## src/rtl/key_pkg.sv

```systemverilog
// rtl/key_pkg.sv - shared state type, width helper and sim prescaler constant for key conditioning
package key_pkg;

  localparam int SIM_TICK_DIV = 1000;

  typedef enum logic [1:0] {
    IDLE = 2'd0,
    HELD = 2'd1,
    LONG = 2'd2
  } key_state_e;

  function automatic int cnt_width(input int max_val);
    return (max_val < 1) ? 1 : $clog2(max_val + 1);
  endfunction

endpackage

```

## src/rtl/key_channel.sv

```systemverilog
// rtl/key_channel.sv - one button channel: synchronizer, tick-based debounce, hold/long/repeat FSM
module key_channel
  import key_pkg::*;
#(
  parameter bit ACTIVE_LOW  = 1'b1,
  parameter int DEBOUNCE_MS = 20,
  parameter int LONG_MS     = 1000,
  parameter int REPEAT_MS   = 200
) (
  input  logic clk,
  input  logic resetIn,
  input  logic tick,
  input  logic key_raw,
  input  logic repeat_en,
  output logic key_level,
  output logic key_press,
  output logic key_release,
  output logic key_long,
  output logic key_repeat
);

  localparam int   DB_W     = cnt_width(DEBOUNCE_MS);
  localparam int   HOLD_W   = cnt_width(LONG_MS);
  localparam int   REP_W    = cnt_width(REPEAT_MS);
  localparam logic IDLE_LVL = ACTIVE_LOW;

  logic              sync1, sync2, pressed, differ;
  logic [DB_W-1:0]   db_cnt, db_cnt_n;
  logic [HOLD_W-1:0] hold_cnt, hold_cnt_n;
  logic [REP_W-1:0]  rep_cnt, rep_cnt_n;
  key_state_e        state, state_n;
  logic              level_n, press_n, release_n, long_n, repeat_n;

  assign pressed = ACTIVE_LOW ? ~sync2 : sync2;
  assign differ  = (pressed != key_level);

  always_comb begin
    state_n    = state;
    level_n    = key_level;
    db_cnt_n   = db_cnt;
    hold_cnt_n = hold_cnt;
    rep_cnt_n  = rep_cnt;
    press_n    = 1'b0;
    release_n  = 1'b0;
    long_n     = 1'b0;
    repeat_n   = 1'b0;

    if (tick) begin
      if (!differ) begin
        db_cnt_n = '0;
      end else if (db_cnt == DB_W'(DEBOUNCE_MS - 1)) begin
        db_cnt_n  = '0;
        level_n   = pressed;
        press_n   = pressed;
        release_n = ~pressed;
      end else begin
        db_cnt_n = db_cnt + 1'b1;
      end
    end

    // An accepted release wins over any long/repeat event on the same tick.
    case (state)
      IDLE: begin
        if (press_n) begin
          state_n    = HELD;
          hold_cnt_n = '0;
        end
      end
      HELD: begin
        if (release_n) begin
          state_n = IDLE;
        end else if (tick) begin
          if (hold_cnt == HOLD_W'(LONG_MS - 1)) begin
            long_n    = 1'b1;
            state_n   = LONG;
            rep_cnt_n = '0;
          end
          if (hold_cnt != HOLD_W'(LONG_MS)) hold_cnt_n = hold_cnt + 1'b1;
        end
      end
      LONG: begin
        if (release_n) begin
          state_n = IDLE;
        end else if (!repeat_en) begin
          rep_cnt_n = '0;
        end else if (tick) begin
          if (rep_cnt == REP_W'(REPEAT_MS - 1)) begin
            repeat_n  = 1'b1;
            rep_cnt_n = '0;
          end else begin
            rep_cnt_n = rep_cnt + 1'b1;
          end
        end
      end
      default: state_n = IDLE;
    endcase
  end

  always_ff @(posedge clk) begin
    if (!resetIn) begin
      sync1       <= IDLE_LVL;
      sync2       <= IDLE_LVL;
      state       <= IDLE;
      db_cnt      <= '0;
      hold_cnt    <= '0;
      rep_cnt     <= '0;
      key_level   <= 1'b0;
      key_press   <= 1'b0;
      key_release <= 1'b0;
      key_long    <= 1'b0;
      key_repeat  <= 1'b0;
    end else begin
      sync1       <= key_raw;
      sync2       <= sync1;
      state       <= state_n;
      db_cnt      <= db_cnt_n;
      hold_cnt    <= hold_cnt_n;
      rep_cnt     <= rep_cnt_n;
      key_level   <= level_n;
      key_press   <= press_n;
      key_release <= release_n;
      key_long    <= long_n;
      key_repeat  <= repeat_n;
    end
  end

endmodule

```

## src/rtl/key_debounce_multi.sv

```systemverilog
// rtl/key_debounce_multi.sv - shared 1 ms prescaler driving N independent key channels
module key_debounce_multi
  import key_pkg::*;
#(
  parameter int N_KEYS      = 4,
  parameter int TICK_DIV    = 6000,
  parameter bit SIM         = 1'b0,
  parameter bit ACTIVE_LOW  = 1'b1,
  parameter int DEBOUNCE_MS = 20,
  parameter int LONG_MS     = 1000,
  parameter int REPEAT_MS   = 200
) (
  input  logic              clk,
  input  logic              resetIn,
  input  logic [N_KEYS-1:0] keys_in,
  input  logic [N_KEYS-1:0] repeat_en,
  output logic              tick_1k,
  output logic [N_KEYS-1:0] key_level,
  output logic [N_KEYS-1:0] key_press,
  output logic [N_KEYS-1:0] key_release,
  output logic [N_KEYS-1:0] key_long,
  output logic [N_KEYS-1:0] key_repeat
);

  localparam int DIV   = SIM ? SIM_TICK_DIV : TICK_DIV;
  localparam int PRE_W = cnt_width(DIV - 1);

  logic [PRE_W-1:0] pre_cnt;

  assign tick_1k = (pre_cnt == PRE_W'(DIV - 1));

  always_ff @(posedge clk) begin
    if (!resetIn)     pre_cnt <= '0;
    else if (tick_1k) pre_cnt <= '0;
    else              pre_cnt <= pre_cnt + 1'b1;
  end

  for (genvar i = 0; i < N_KEYS; i++) begin : g_ch
    key_channel #(
      .ACTIVE_LOW (ACTIVE_LOW),
      .DEBOUNCE_MS(DEBOUNCE_MS),
      .LONG_MS    (LONG_MS),
      .REPEAT_MS  (REPEAT_MS)
    ) u_ch (
      .clk        (clk),
      .resetIn    (resetIn),
      .tick       (tick_1k),
      .key_raw    (keys_in[i]),
      .repeat_en  (repeat_en[i]),
      .key_level  (key_level[i]),
      .key_press  (key_press[i]),
      .key_release(key_release[i]),
      .key_long   (key_long[i]),
      .key_repeat (key_repeat[i])
    );
  end

endmodule

```

## config.mk

```make
export PLATFORM = sky130hd
export DESIGN_NAME = key_debounce_multi
export DESIGN_NICKNAME = d
export VERILOG_FILES = /design/src/rtl/key_pkg.sv /design/src/rtl/key_channel.sv /design/src/rtl/key_debounce_multi.sv
export SDC_FILE = /design/constraint.sdc
export NUM_CORES = 1
export LEC_CHECK = 0
export ABC_AREA = 1
export BUFFER_PORTS_ARGS = -buffer_cell sky130_fd_sc_hd__buf_4
export CORE_MARGIN = 2
export CORE_UTILIZATION = 66
export CTS_CLUSTER_SIZE = 16
export DETAILED_ROUTE_END_ITERATION = 6
export PLACE_DENSITY_LB_ADDON = 0.08
export SYNTH_ARGS = -nofsm -noshare
export SYNTH_HDL_FRONTEND = slang
export SYNTH_SLANG_ARGS = --single-unit
```

## constraint.sdc

```tcl
create_clock -name clk -period 2.9 [get_ports clk]
set_clock_uncertainty 0.2 [all_clocks]
set_input_delay 0.435 -clock clk [delete_from_list [all_inputs] [get_ports clk]]
set_output_delay 0.435 -clock clk [all_outputs]
set_load 0.05 [all_outputs]
```

* Word level (Yosys, flattened, before mapping)
Cells that the tools add are included.
** Storage, ports and cells
- Bits in registers :: 141
- Output and inout bits :: 21
** Operators by class
- Equal/unequal tests :: 69
- Multiplexer cells :: 116
- Reduce and logical (&&, ||, !) cells :: 37
- $add $sub $neg :: 13
- Bitwise gates (word level) :: 18
** Operators by type and width (count)
- two-way mux 8 bit :: 28
- two-way mux 10 bit :: 16
- case mux 10 bit (2 select lines) :: 4
- case mux 8 bit (2 select lines) :: 4
- adder 10 x 1 -> 10 bit, second input constant :: 4
- equality test 10 bit, second input constant :: 4
- two-way mux 2 bit :: 20
- two-way mux 5 bit :: 8
- inequality test 10 bit, second input constant :: 4
- adder 8 x 1 -> 8 bit, second input constant :: 4
- equality test 8 bit, second input constant :: 4
- two-way mux 1 bit :: 32
- inequality test 2 x 1 -> 1 bit, second input constant :: 16
- inequality test 2 bit, second input constant :: 12
- case mux 2 bit (3 select lines) :: 4
- AND reduction 6 bit :: 4
- adder 5 x 1 -> 5 bit, second input constant :: 4
- equality test 5 bit, second input constant :: 4
- AND reduction 5 bit :: 4
- OR reduction 5 bit :: 4
- NOT 1 bit :: 18
- AND reduction 4 bit :: 4
- nonzero test 2 bit :: 8
- OR reduction 4 bit :: 4
- 11 further kinds :: 35

* Longest topological paths before layout
Gate-level depths: netlist of run 1.
- Depth in word-level cells :: 6
- Depth in mapped cells :: 12
- Mapped depth without buffers :: 12

* Modules after synthesis
A second synthesis of run 1 with hierarchy kept.
** Second synthesis, totals
- Cells, all modules :: 1238
- Area, all modules :: 7871.3 µm²
** Modules (own cells, without submodules)
- key_channel :: times used 4, sequential area each 640.6 µm², cells each 287, area each 1809.2 µm²
- key_debounce_multi :: times used 1, sequential area each 260.2 µm², cells each 90, area each 634.4 µm²

* Worst setup path before layout of run 1
Ideal clock, no wire load.
- Kind :: flip-flop to output port
- From :: register pre_cnt[0]
- To :: output port tick_1k
- Arrival time :: 1.359 ns
- Slack :: 0.906 ns
- Buffers on the path :: 0
- Required time :: 2.265 ns
- Cell stages (with the launch flop) :: 6
- Path through :: dfxtp_1 > ha_1 > nand3_2 > nor2_8 > nand2_2 > inv_1
** Between the ends
- Cells in the longest elaborated chain, start to end :: 1
** Ends and longest elaborated chain
- start: declaration :: line key_debounce_multi.sv:28 : logic [PRE_W-1:0] pre_cnt;
- start signal: assignment :: line key_debounce_multi.sv:35 : else pre_cnt <= pre_cnt + 1'b1;
- equality test 13 bit :: line key_debounce_multi.sv:30 : assign tick_1k = (pre_cnt == PRE_W'(DIV - 1));
- end: declaration :: line key_debounce_multi.sv:17 : output logic tick_1k,
Every way passes these cells.

* Worst setup path in the final report of run 1
Ends and elaborated chain as after synthesis.

==> results of run 1 <==
-- registers in the layout, indices dropped and copies added, names as in the netlist --
| register | count |
|---|---|
| g_ch.u_ch.key_repeat | 4 |
| g_ch.u_ch.key_level | 4 |
| g_ch.u_ch.db_cnt | 20 |
| g_ch.u_ch.rep_cnt | 32 |
| g_ch.u_ch.key_long | 4 |
| g_ch.u_ch.key_press | 4 |
| g_ch.u_ch.hold_cnt | 40 |
| g_ch.u_ch.state | 8 |
| g_ch.u_ch.sync2 | 4 |
| g_ch.u_ch.sync1 | 4 |
| g_ch.u_ch.key_release | 4 |
| pre_cnt | 13 |
-- cells by family (layout without fill, tap and decap cells) --
group,Yosys count,count (layout),share of synthesized area [%]
AO/OA/AOI/OAI,139,139,9.71
XOR/XNOR,18,18,1.94
adder cells (fa/ha/maj),17,17,2.61
buffers and inverters,188,210,10.0
flip-flops,141,141,34.7
AND/OR/NAND/NOR,758,758,41.1
-- worst reg2reg max path: stages (launching register included) --
cell and delay (ps):
dfxtp_1 370, ha_1 220, nand3_2 160, nor2_8 180
nand3_4 250, nand2_1 160, nand2_1 90, a21oi_4 380
nand3_1 150, nand2_1 90, nor2_1 40
-- stage by stage --
step,utilization (%),cells,instance area [µm²]
after floorplan,-,1261,8150
after global placement,69.1,1396,8300
after detailed placement,69.1,1396,8300
after CTS,74.5,1430,8950
after global routing,74.5,1430,8950
final,74.5,1430,8950
-- worst min path at each step --
stage | end | slack [ps] | cells past startpoint
floorplan | g_ch[0].u_ch.sync2 | 190 | 1
global placement | g_ch[0].u_ch.sync2 | 200 | 1
detailed placement | g_ch[0].u_ch.sync2 | 200 | 1
CTS | g_ch[1].u_ch.key_repeat | 70 | 3
global route | g_ch[1].u_ch.key_repeat | 90 | 3
finish | g_ch[1].u_ch.key_repeat | 70 | 3
-- repair_timing --
| item | in CTS | in global routing |
|---|---|---|
| hold buffers | 4 | 0 |
| endpoints found under the setup margin | 0 | 0 |
| endpoints found under the hold margin | 4 | 0 |
-- cell type report --
class | instances | area (µm²)
flip-flops and latches | 141 | 2820
clock inverters | 7 | 110
repair buffers | 39 | 303
fillers | 1014 | 3060
clock buffers | 23 | 498
well taps | 147 | 184
multi-input cells | 932 | 4510
inverters | 141 | 529
-- power groups by stage --
stage | Sequential [mW] | Combinational [mW] | Clock [mW]
CTS | 2.03 | 0.361 | 2.27
global route | 2.04 | 0.417 | 2.36
global placement | 2.07 | 0.341 | 0
detailed placement | 2.07 | 0.351 | 0
floorplan | 2.05 | 0.300 | 0
finish | 2.03 | 0.363 | 2.25
-- placed cells by master, fill, tap and decap left out, drive strengths merged --
master         n
clkbuf        23
nand3b         8
clkinv         5
a211oi         3
nor2         233
nand2        325
nand3        108
o21ai         57
dfxtp        141
a21o           3
o21a           2
inv          140
xnor2          4
a21oi         66
bufinv         3
nor3          26
xor2          14
o21bai         6
nor3b          4
dlygate4sd3    4
buf           35
ha            17
nand4         35
or2           11
o211ai         1
nor4           8
a32o           1
-- routing by layer --
layer / GRT usage (%) / vias to the layer above / part of all wire (%)
li1: - / 4060 / -
met2: 49.2 / 152 / 48
met4: 8.84 / 0 / 1.3
met1: 36.4 / 3429 / 47
met5: 0 / - / 0
met3: 6.11 / 19 / 3.7
==> impl_metrics.tcl, run 1 <==
set metrics [dict create \
    reg2reg_from "pre_cnt[0]" \
    ys.warnings.count 0 \
    rr_endpoint "g_ch[3].u_ch.hold_cnt[2]" \
    cts_max_level 4 \
    power_density_nw_per_um2 518 \
    cts_max_path_buffers 2 \
    synthFlopType "dfxtp_1" \
    drtPass1Iterations 5 \
    p_leak_nw 3.68 \
    cts_root_buffer "clkbuf_16" \
    grt_overflow 0 \
    antenna_found_initial 0 \
    p_sw_share_pct 23.4 \
    final_hold_viol_count 0 \
    synth_edf_count 0 \
    status "completed" \
    worstSetupStartpointType "register" \
    async_flop_share_pct 0 \
    slew_viol_final 0 \
    grt_pass1_vias 6984 \
    period_needed_ps 2550 \
    syn_inst 1261 \
    post_cts_buffers 0 \
    nets 1299 \
    drt-total-wl_um 17700 \
    cp_top_family "simple AND/OR/NAND/NOR gates" \
    worstSetupEndpoint "tick_1k" \
    hold_path.class "in -> reg" \
    path_depth 6 \
    p_total_mw 4.64 \
    initial_core_util_pct 67.8 \
    io_pins 31 \
    die_h_um 115 \
    p_comb_share_pct 7.8 \
    dp_slack_ps 565 \
    insertion_delay_ps 430 \
    cts_sinks 141 \
    tightest_slew_ps 651 \
    crit_required_ps 2270 \
    crit_arrival_ps 1920 \
    cts_tree "yes" \
    diodes 0 \
    vias 7660 \
    syn_area_um2 8150 \
    hpwl_um 12300 \
    track_usage_pct 28.7 \
    timing.hold.ws_ps 66.9 \
    coreArea_um2 12000 \
    min-delay-start "repeat_en[1]" \
    drt-vias-per-instance 5.36 \
    worst-r2r-setup-slack_ps 500 \
    synth_cell_type_count 40 \
    setup_violations 0 \
    crit_slowest_cell "dfxtp_1" \
    critPathBufInv 2 \
    relSlewSlack_pct 56.6 \
    endpoint_kind "output pin" \
    crit_path_cell_trace "ha_1 > nand3_2 > nor2_8 > nand2_2 > inv_1 > buf_4" \
    post_drt_wl_per_cell_um 12.4 \
    crit_fanout 9 \
    path_clk_slew_ps 60 \
    critPathKind "reg -> out" \
    drive_above_1_share_pct 8.96 \
    die_w_um 115 \
    intPower_mw 3.56 \
    synth_nets 1288 \
    yosys.area.top_type "dfxtp_1" \
    avgSynthCellArea_um2 6.46 \
    grt_pass1_wl_um 30900 \
    yosysMostFrequentCell "nand2_1" \
    fin_crit_sh_pct 88.1 \
    synthToLayoutAreaGrowth_pct 9.91 \
    fin_tns_setup_ps 0 \
    yosys.area.top_type_share_pct 34.7 \
    ys_seq_area_share_pct 34.7 \
    layout_setup_ws_ps 345 \
    dieArea_um2 13200 \
    synthTopCellsByCount "nand2_1 (314), nor2_1 (221), dfxtp_1 (141)" \
    fmax_ghz 0.391 \
    power_frac_seq_pct 43.8 \
    peakVddDrop_uv 486 \
    yosys_register_bits 141 \
    clockPowerShare_pct 48.4 \
    row_count 40 \
    drcViolationCount 0 \
    grt_max_degree 28 \
    drt-initial-drc-count 566 \
    p_switching_mw 1.08 \
    ys_top_cells_by_area "dfxtp_1 (35%), nand2_1 (14%), nor2_1 (10%)" \
    gp_congestion 0.901 \
    io_buffer_count 30 \
    cts_buffers 17 \
    timing.critical_path.from "pre_cnt[0]" \
    ff2ff_path_depth 10 \
    drtAntennaViolNets 0 \
    ctsResizeCount 0 \
    cap_violations 0 \
    max_stage_delay_ps 370 \
    rsz0062_at_grt "no" \
]
Power figures use the tool's default switching activity.
==> run 2: changes to the inputs <==
--- a/config.mk
+++ b/config.mk
@@ -7,8 +7,10 @@
 export LEC_CHECK = 0
 export ABC_AREA = 1
 export BUFFER_PORTS_ARGS = -buffer_cell sky130_fd_sc_hd__buf_4
+export CELL_PAD_IN_SITES_DETAIL_PLACEMENT = 2
+export CELL_PAD_IN_SITES_GLOBAL_PLACEMENT = 2
 export CORE_MARGIN = 2
-export CORE_UTILIZATION = 66
+export CORE_UTILIZATION = 37
 export CTS_CLUSTER_SIZE = 16
 export DETAILED_ROUTE_END_ITERATION = 6
 export PLACE_DENSITY_LB_ADDON = 0.08
==> run 2 against run 1 <==
  * First-iteration DRC count is 59% lower
  * Worst setup slack worse by 100 ps
  * Final cell count is 9.3% higher
  * Worst hold slack lost 56 ps
  * Total power up 6.3%
  * Clock power increased by 12%
  * Critical path depth is the same
  * Routed wire length up 46%
  * Via count grew 6.1%
  * Global-route usage down 5.5 points
  * Largest power group unchanged
  * Highest routed layer unchanged
==> impl_metrics.tcl, run 2 (same netlist as run 1, synthesis figures left out) <==
set metrics [dict create \
    fmax_ghz 0.377 \
    slew_viol_final 0 \
    cts_max_path_buffers 2 \
    hold_path.class "in -> reg" \
    cap_violations 0 \
    cts_root_buffer "clkbuf_16" \
    drt-vias-per-instance 5.20 \
    crit_required_ps 2270 \
    rsz0062_at_grt "no" \
    p_leak_nw 3.69 \
    post_drt_wl_per_cell_um 16.6 \
    path_clk_slew_ps 60 \
    worstSetupStartpointType "register" \
    fin_tns_setup_ps 0 \
    cts_sinks 141 \
    track_usage_pct 23.2 \
    post_cts_buffers 0 \
    cts_max_level 4 \
    die_w_um 152 \
    hpwl_um 18200 \
    setup_violations 0 \
    drt-total-wl_um 26000 \
    crit_fanout 9 \
    nets 1297 \
    timing.hold.ws_ps 10.7 \
    status "completed" \
    drt-initial-drc-count 233 \
    fillers 2688 \
    largest_reg_flops 40 \
    stdcell_count 1563 \
    synthToLayoutAreaGrowth_pct 12.4 \
    final_common_cell "nand2_1" \
    critPathKind "reg -> out" \
    drtAntennaViolNets 0 \
    vias 8129 \
    grt_pass1_wl_um 44500 \
    dieArea_um2 23200 \
    period_needed_ps 2660 \
    crit_arrival_ps 2020 \
    fin_crit_sh_pct 91.6 \
    drive_above_1_share_pct 9.20 \
    insertion_delay_ps 430 \
    cts_buffers 17 \
    antenna_found_initial 0 \
    initial_core_util_pct 37.6 \
    gp_congestion 0.799 \
    io_buffer_count 30 \
    final_hold_viol_count 0 \
    grt_max_degree 47 \
    grt_pass1_vias 8947 \
    largestRegisters "g_ch.u_ch.hold_cnt: 40 flops, g_ch.u_ch.rep_cnt: 32 flops, g_ch.u_ch.db_cnt: 20 flops" \
    largest-register "g_ch.u_ch.hold_cnt" \
    tightest_slew_ps 712 \
    relSlewSlack_pct 52.4 \
    ctsResizeCount 0 \
    diodes 0 \
    coreArea_um2 21700 \
    power_density_nw_per_um2 539 \
    drtPass1Iterations 4 \
    cts_tree "yes" \
    row_count 54 \
    mostFrequentLayoutCells "nand2_1 (314), nor2_1 (221), dfxtp_1 (141)" \
    io_pins 31 \
    drcViolationCount 0 \
    peakVddDrop_uv 350 \
    die_h_um 152 \
    place_inst 1528 \
    grt_overflow 0 \
    endpoint_kind "output pin" \
]
-- run 2: changes by cell type in the layout (fill, tap and decap cells not counted), moves of 2 or more --
| cell | previous run | this run |
|---|---|---|
| clkinv_2 | 4 | 1 |
| inv_6 | 0 | 3 |
| clkbuf_8 | 5 | 0 |
| bufinv_16 | 3 | 5 |
| clkinv_4 | 0 | 4 |
-- run 2: power by group --
group	internal (mW)	switching (mW)
clock	1.55	0.971
combinational	0.125	0.259
sequential	1.98	0.0556
total	3.65	1.29
-- run 2: metal layers --
metal	global-route usage, %	part of all wire, %
met5	0	0
met4	6.81	1.9
met3	3.21	1.5
met2	43.9	52
met1	27.1	44
-- run 2: per-stage QoR --
step / setup WS (ps) / area, µm² / power [mW] / utilization, %
after CTS: 218 / 9150 / 4.99 / 42.2
after global routing: 38.3 / 9150 / 5.13 / 42.2
final: 245 / 9150 / 4.93 / 42.2
after global placement: 503 / 8460 / 2.44 / 39.0
after floorplan: 906 / 8150 / 2.35 / -
after detailed placement: 401 / 8460 / 2.46 / 39.0
-- run 2: final timing paths --
kind / from / end / slack, ps / depth (start not counted)
worst max-delay path: pre_cnt[0] / tick_1k / 240 / 6
worst min-delay path: keys_in[3] / g_ch[3].u_ch.sync1 / 10 / 2
worst max register to register: pre_cnt[0] / g_ch[2].u_ch.hold_cnt[0] / 350 / 10
worst min register to register: g_ch[0].u_ch.sync1 / g_ch[0].u_ch.sync2 / 220 / 1
-- run 2: worst max-delay path, stage by stage (launching register included) --
cell	delay, ps
dfxtp_1	390
ha_1	240
nand3_2	170
nor2_8	200
nand2_2	220
inv_1	150
buf_4	210
-- run 2: final cells by class --
| class | count | area (µm²) | area share [%] |
|---|---|---|---|
| inverters | 141 | 529 | 5.78 |
| repair buffers | 37 | 285 | 3.12 |
| multi-input cells | 932 | 4510 | 49.2 |
| well taps | 280 | 350 | 3.83 |
| flip-flops and latches | 141 | 2820 | 30.8 |
| clock buffers | 17 | 425 | 4.65 |
| clock inverters | 15 | 235 | 2.57 |
-- run 2: repair_timing --
item | 4_1_cts | 5_1_grt
hold buffers | 3 | 0
endpoints found under the setup margin | 0 | 0
hold endpoints to repair | 3 | 0
